### src/rtl/mem_access_ctrl.sv
// rtl/mem_access_ctrl.sv - load/store sequencer between CPU datapath and a variable-latency word bus
module mem_access_ctrl #(
    parameter int TIMEOUT = 255
) (
    input  logic        clk,
    input  logic        reset,
    input  logic        mem_read,
    input  logic        mem_write,
    input  logic [1:0]  size,
    input  logic        load_signed,
    input  logic [31:0] addr,
    input  logic [31:0] wdata,
    output logic        stall,
    output logic        done,
    output logic [31:0] rdata,
    output logic        align_err,
    output logic        timeout,
    output logic        bus_req,
    output logic        bus_we,
    output logic [31:0] bus_addr,
    output logic [3:0]  bus_be,
    output logic [31:0] bus_wdata,
    input  logic        bus_ack,
    input  logic [31:0] bus_rdata
);

    localparam int CW = (TIMEOUT < 2) ? 1 : $clog2(TIMEOUT + 1);

    typedef enum logic [1:0] {
        IDLE = 2'd0,
        REQ  = 2'd1,
        DONE = 2'd2
    } state_t;

    state_t        st;
    logic [CW-1:0] cnt;
    logic [31:0]   a_addr;
    logic [1:0]    a_size;
    logic          a_signed;
    logic [31:0]   a_wdata;
    logic          a_we;
    logic          err_flag;
    logic          to_flag;
    logic [31:0]   rdata_q;

    logic          misaligned;
    logic [3:0]    be_c;
    logic [31:0]   wdata_c;
    logic [7:0]    lane_b;
    logic [15:0]   lane_h;
    logic [31:0]   ext_c;

    // Alignment check on the live request, evaluated only at acceptance
    always_comb begin
        misaligned = 1'b0;
        case (size)
            2'b00:   misaligned = |addr[1:0];
            2'b10:   misaligned = addr[0];
            2'b11:   misaligned = 1'b1;
            default: misaligned = 1'b0;
        endcase
    end

    // Byte enables and lane-replicated store data from the latched request
    always_comb begin
        be_c    = 4'b1111;
        wdata_c = a_wdata;
        case (a_size)
            2'b01: begin
                be_c    = 4'b0001 << a_addr[1:0];
                wdata_c = {4{a_wdata[7:0]}};
            end
            2'b10: begin
                be_c    = a_addr[1] ? 4'b1100 : 4'b0011;
                wdata_c = {2{a_wdata[15:0]}};
            end
            default: begin
                be_c    = 4'b1111;
                wdata_c = a_wdata;
            end
        endcase
    end

    // Lane selection and sign/zero extension of the returned bus word
    always_comb begin
        lane_b = bus_rdata[7:0];
        case (a_addr[1:0])
            2'd0:    lane_b = bus_rdata[7:0];
            2'd1:    lane_b = bus_rdata[15:8];
            2'd2:    lane_b = bus_rdata[23:16];
            default: lane_b = bus_rdata[31:24];
        endcase
        lane_h = a_addr[1] ? bus_rdata[31:16] : bus_rdata[15:0];
        case (a_size)
            2'b01:   ext_c = {{24{a_signed & lane_b[7]}}, lane_b};
            2'b10:   ext_c = {{16{a_signed & lane_h[15]}}, lane_h};
            default: ext_c = bus_rdata;
        endcase
    end

    // Main sequencer: accept in IDLE, wait for ack or timeout in REQ, pulse in DONE
    always_ff @(posedge clk or posedge reset) begin
        if (reset) begin
            st       <= IDLE;
            cnt      <= '0;
            a_addr   <= '0;
            a_size   <= '0;
            a_signed <= 1'b0;
            a_wdata  <= '0;
            a_we     <= 1'b0;
            err_flag <= 1'b0;
            to_flag  <= 1'b0;
            rdata_q  <= '0;
        end else begin
            case (st)
                IDLE: begin
                    if (mem_read | mem_write) begin
                        a_addr   <= addr;
                        a_size   <= size;
                        a_signed <= load_signed;
                        a_wdata  <= wdata;
                        a_we     <= mem_write;
                        cnt      <= '0;
                        rdata_q  <= '0;
                        to_flag  <= 1'b0;
                        err_flag <= misaligned;
                        st       <= misaligned ? DONE : REQ;
                    end
                end
                REQ: begin
                    if (bus_ack) begin
                        rdata_q <= a_we ? 32'd0 : ext_c;
                        st      <= DONE;
                    end else if (cnt == CW'(TIMEOUT - 1)) begin
                        to_flag <= 1'b1;
                        st      <= DONE;
                    end else begin
                        cnt <= cnt + 1'b1;
                    end
                end
                DONE: begin
                    err_flag <= 1'b0;
                    to_flag  <= 1'b0;
                    st       <= IDLE;
                end
                default: st <= IDLE;
            endcase
        end
    end

    // Outputs derived from state and latched request only (stall excepted)
    always_comb begin
        stall     = (mem_read | mem_write) & (st != DONE) & ~reset;
        done      = (st == DONE);
        align_err = done & err_flag;
        timeout   = done & to_flag;
        rdata     = done ? rdata_q : 32'd0;
        bus_req   = (st == REQ);
        bus_we    = bus_req & a_we;
        bus_addr  = bus_req ? {a_addr[31:2], 2'b00} : 32'd0;
        bus_be    = bus_req ? be_c : 4'b0000;
        bus_wdata = bus_req ? wdata_c : 32'd0;
    end

endmodule
### config.mk
export PLATFORM = sky130hd
export DESIGN_NAME = mem_access_ctrl
export DESIGN_NICKNAME = d
export VERILOG_FILES = /design/src/rtl/mem_access_ctrl.sv
export SDC_FILE = /design/constraint.sdc
export NUM_CORES = 1
export LEC_CHECK = 0
export BUFFER_PORTS_ARGS = -buffer_cell sky130_fd_sc_hd__buf_2
export CAP_MARGIN = 0
export CORE_MARGIN = 3
export CORE_UTILIZATION = 51
export CTS_CLUSTER_SIZE = 16
export DETAILED_ROUTE_END_ITERATION = 10
export PLACE_DENSITY = 0.89
export REMOVE_ABC_BUFFERS = 1
export SYNTH_ARGS = -nofsm -noshare
export SYNTH_HDL_FRONTEND = slang
export SYNTH_SLANG_ARGS = --single-unit
### constraint.sdc
create_clock -name clk -period 3.7 [get_ports clk]
set_clock_uncertainty 0.05 [all_clocks]
set_input_delay 0.37 -clock clk [delete_from_list [all_inputs] [get_ports clk]]
set_output_delay 0.37 -clock clk [all_outputs]
set_load 0.1 [all_outputs]
==> metrics.txt <==
status=complete, no violations; clock sink count=112; final worst-path setup slack=555 ps; Cell Pwr Density=about 880 mW/mm2; Cell Count, Final, Fillers Out=approximately 1000; DR WL/cell=16.0 um; register area share after synthesis=a little under half; post-synthesis mux area share=2.88%; Post-synth ARST share=100%; clock share of power=between 10 and 15%; Die Wd=between 100 and 150 um; P_sw=~3.6 mW; Setup Fix Bufs, Post-CTS=0; Slew @ Worst Pin=approximately 1000 ps; HP Start=wdata[5]; total gr overflow=0; Area growth, synth to finish=22.6%; Tmin final=~3100 ps; hold_buf cts=0; nets=995; DP Wirelength=11700 um; pin count of the biggest net entering global routing=93; sw frac=between 50% and 60%; Synth Area in Simple Gates=26.6%; crit-path cells=nand2_1 -> buf_4 -> inv_1 -> buf_4 -> and2_1 -> buf_2; EDFF count, synth=0; Max IR drop VDD=between 0.5 and 0.6 mV; initial core utilization=52.7%; pre-CTS setup slack=~930 ps; Main synth FF type=dfrtp_1; clk_lat worst skew=around 350 ps; PortBufs=a little over 200; register area=roughly 0.0028 mm2; DRT Wirelength=approximately 17000 um; most common cell after layout, fill and taps aside=buf_2; via count=about 5700; crit-path most repeated cell=buf_4; post_cts resized=0; DR vias/cell=5.52; Hold Crit Class=in2reg; Data arrival, critical path=between 2000 and 3000 ps; RR Startpoint=a_size[0]$_DFFE_PP0P_; fillers=960; RSZ-0062 raised after global routing=false; Die Area=0.0133 mm2; Post-DRT Antenna Nets=0; area of the multi-input gates=0.00294 mm2; layout cells sized above 1=a little under a third; hold path depth=3; Syn Std Cell Area=0.00607 mm2; Final period util=85.0%; CP startpoint kind=flop; vias in the first global route=between 5000 and 6000; FF-to-FF path depth=6; core area=0.0115 mm2; Iteration-0 DRC Markers=between 400 and 500; Max-Cap Viols=0; root buf cell=clkbuf_16; CTS clock-pin slew for the worst setup and hold paths=around 80 ps; Final Setup Violations=0; CTS Buf Count=9; post-route setup TNS=0 ps; Total GRT Usage=~25%; count of cell types in the netlist=a little under 50; Hold Path End=a_wdata[5]$_DFFE_PP0P_; crit end category=output pin; Worst Hold Slack=between 150 and 200 ps; sequential group share of total power=between 20% and 30%; post-synthesis adder-cell area fraction=less than 1%; critical path peak fanout=27; global-route wire length before repair=about 27000 um; Pins Over Slew Limit=0; std cell rows=39; DRC viols=0; CP required=approximately 3300 ps; CTS tree=yes; Combinational Power Share=roughly 56%; Post-Synthesis Cells=707; Reg2Reg Setup Slack=between 1000 and 1500 ps; Critical-path top delay cell=inv_1; Max Fclk=around 320 MHz; DRT Pass-1 Iters=5; Max stage delay on crit path=580 ps; crit path kind=reg2out; P_int=approximately 3.0 mW; largest family of logic cells by synthesized area=simple AND/OR/NAND/NOR gates; Die Ht=115 um; Leak=about 4.0 nW; commonest non-fill, non-tap cells in the layout=207 x buf_2, 194 x nand2_1, 112 x dfrtp_1; FF+latch count, synth=roughly 110; Placed Cells=just over 1000; YS warnings=0; Final Hold Fails=0; syn_area_per_cell=roughly 8.6 um2; post-synthesis compound-gate area fraction=~18%; initial antenna violation count=4; H-tree Lvls=3; Clock Tree Buf Depth=2; RePlAce Congestion=between 0.8 and 0.9; io pins=between 200 and 250; RR Endpoint=rdata_q[22]$_DFFE_PP0P_; Relative slew margins=between 30% and 40%; xor-xnor portion of the synthesized cell area=0%
critical path: cells and delay by family (launching register included):
family	cells	cell delay (ps)
buffers and inverters	4	1540
flip-flops	1	570
AND/OR/NAND/NOR	2	250
per-layer routing:
layer  GRT usage, %  part of all wire (%)  wire length, um  vias to the layer above
met5              0                     0                0                        -
met4           9.39                   2.3              375                        0
met3           5.79                   8.4             1400                       28
met2           39.1                    46             7700                      256
met1           34.2                    43             7160                     2691
li1               -                     -                -                     2764
stage by stage:
stage	total power, mW	util, %	cell area (um2)
6_report	6.57	64.7	7450
5_1_grt	7.00	64.7	7450
4_1_cts	6.59	64.6	7440
3_5_place_dp	5.66	62.2	7160
3_3_place_gp	5.59	62.2	7160
2_1_floorplan	4.86	-	5820
synthesized netlist by cell type, types with 8 or more instances:
master / count / area share (%)
nand2_1: 194 / 12
dfrtp_1: 112 / 46
and2_1: 75 / 7.7
o21ai_0: 49 / 4.0
a21oi_1: 40 / 3.3
inv_1: 26 / 1.6
clkbuf_1: 25 / 1.5
nor2_1: 21 / 1.3
a221o_2: 16 / 3.0
buf_2: 14 / 1.2
nor2b_1: 11 / 1.1
a22oi_1: 8 / 0.99
o31ai_1: 8 / 0.99
power by group through the flow:
| stage | Combinational [mW] | Sequential [mW] | Clock [mW] |
|---|---|---|---|
| global placement | 3.61 | 1.97 | 0 |
| detailed placement | 3.68 | 1.98 | 0 |
| finish | 3.68 | 1.97 | 0.929 |
| CTS | 3.68 | 1.97 | 0.945 |
| global route | 3.98 | 2.03 | 0.991 |
| floorplan | 2.95 | 1.91 | 0 |
worst max path at each step:
stage / start / end / cells after the start
2_1_floorplan: st[0]$_DFFE_PP0P_ / a_addr[0]$_DFFE_PP0P_ / 2
3_3_place_gp: st[0]$_DFFE_PP0P_ / bus_addr[24] / 6
3_5_place_dp: st[0]$_DFFE_PP0P_ / bus_addr[7] / 6
4_1_cts: st[0]$_DFFE_PP0P_ / bus_addr[7] / 6
5_1_grt: a_size[0]$_DFFE_PP0P_ / bus_wdata[11] / 8
6_report: st[0]$_DFFE_PP0P_ / bus_addr[23] / 6
flip-flops by register name, indices dropped and copies added (netlist names):
signal and flops:
st 2, cnt 8, a_addr 32, a_we 1, a_wdata 32, rdata_q 32, a_size 2, a_signed 1
to_flag 1, err_flag 1
final cells by class:
cell class | instances | share of cell area [%]
diodes | 4 | 0.134
clock inverters | 6 | 0.655
repair buffers | 220 | 15.2
well taps | 143 | 2.40
inverters | 27 | 1.39
multi-input cells | 517 | 39.5
clock buffers | 10 | 3.07
flip-flops and latches | 112 | 37.6
cell families after synthesis:
family,count (synthesis)
buffers and inverters,79
other,1
muxes,11
DFF,112
adders and majority gates,4
and+or+nand+nor,340
AOI/OAI and AO/OA,160
No activity file was read; power rests on OpenSTA's default activity.
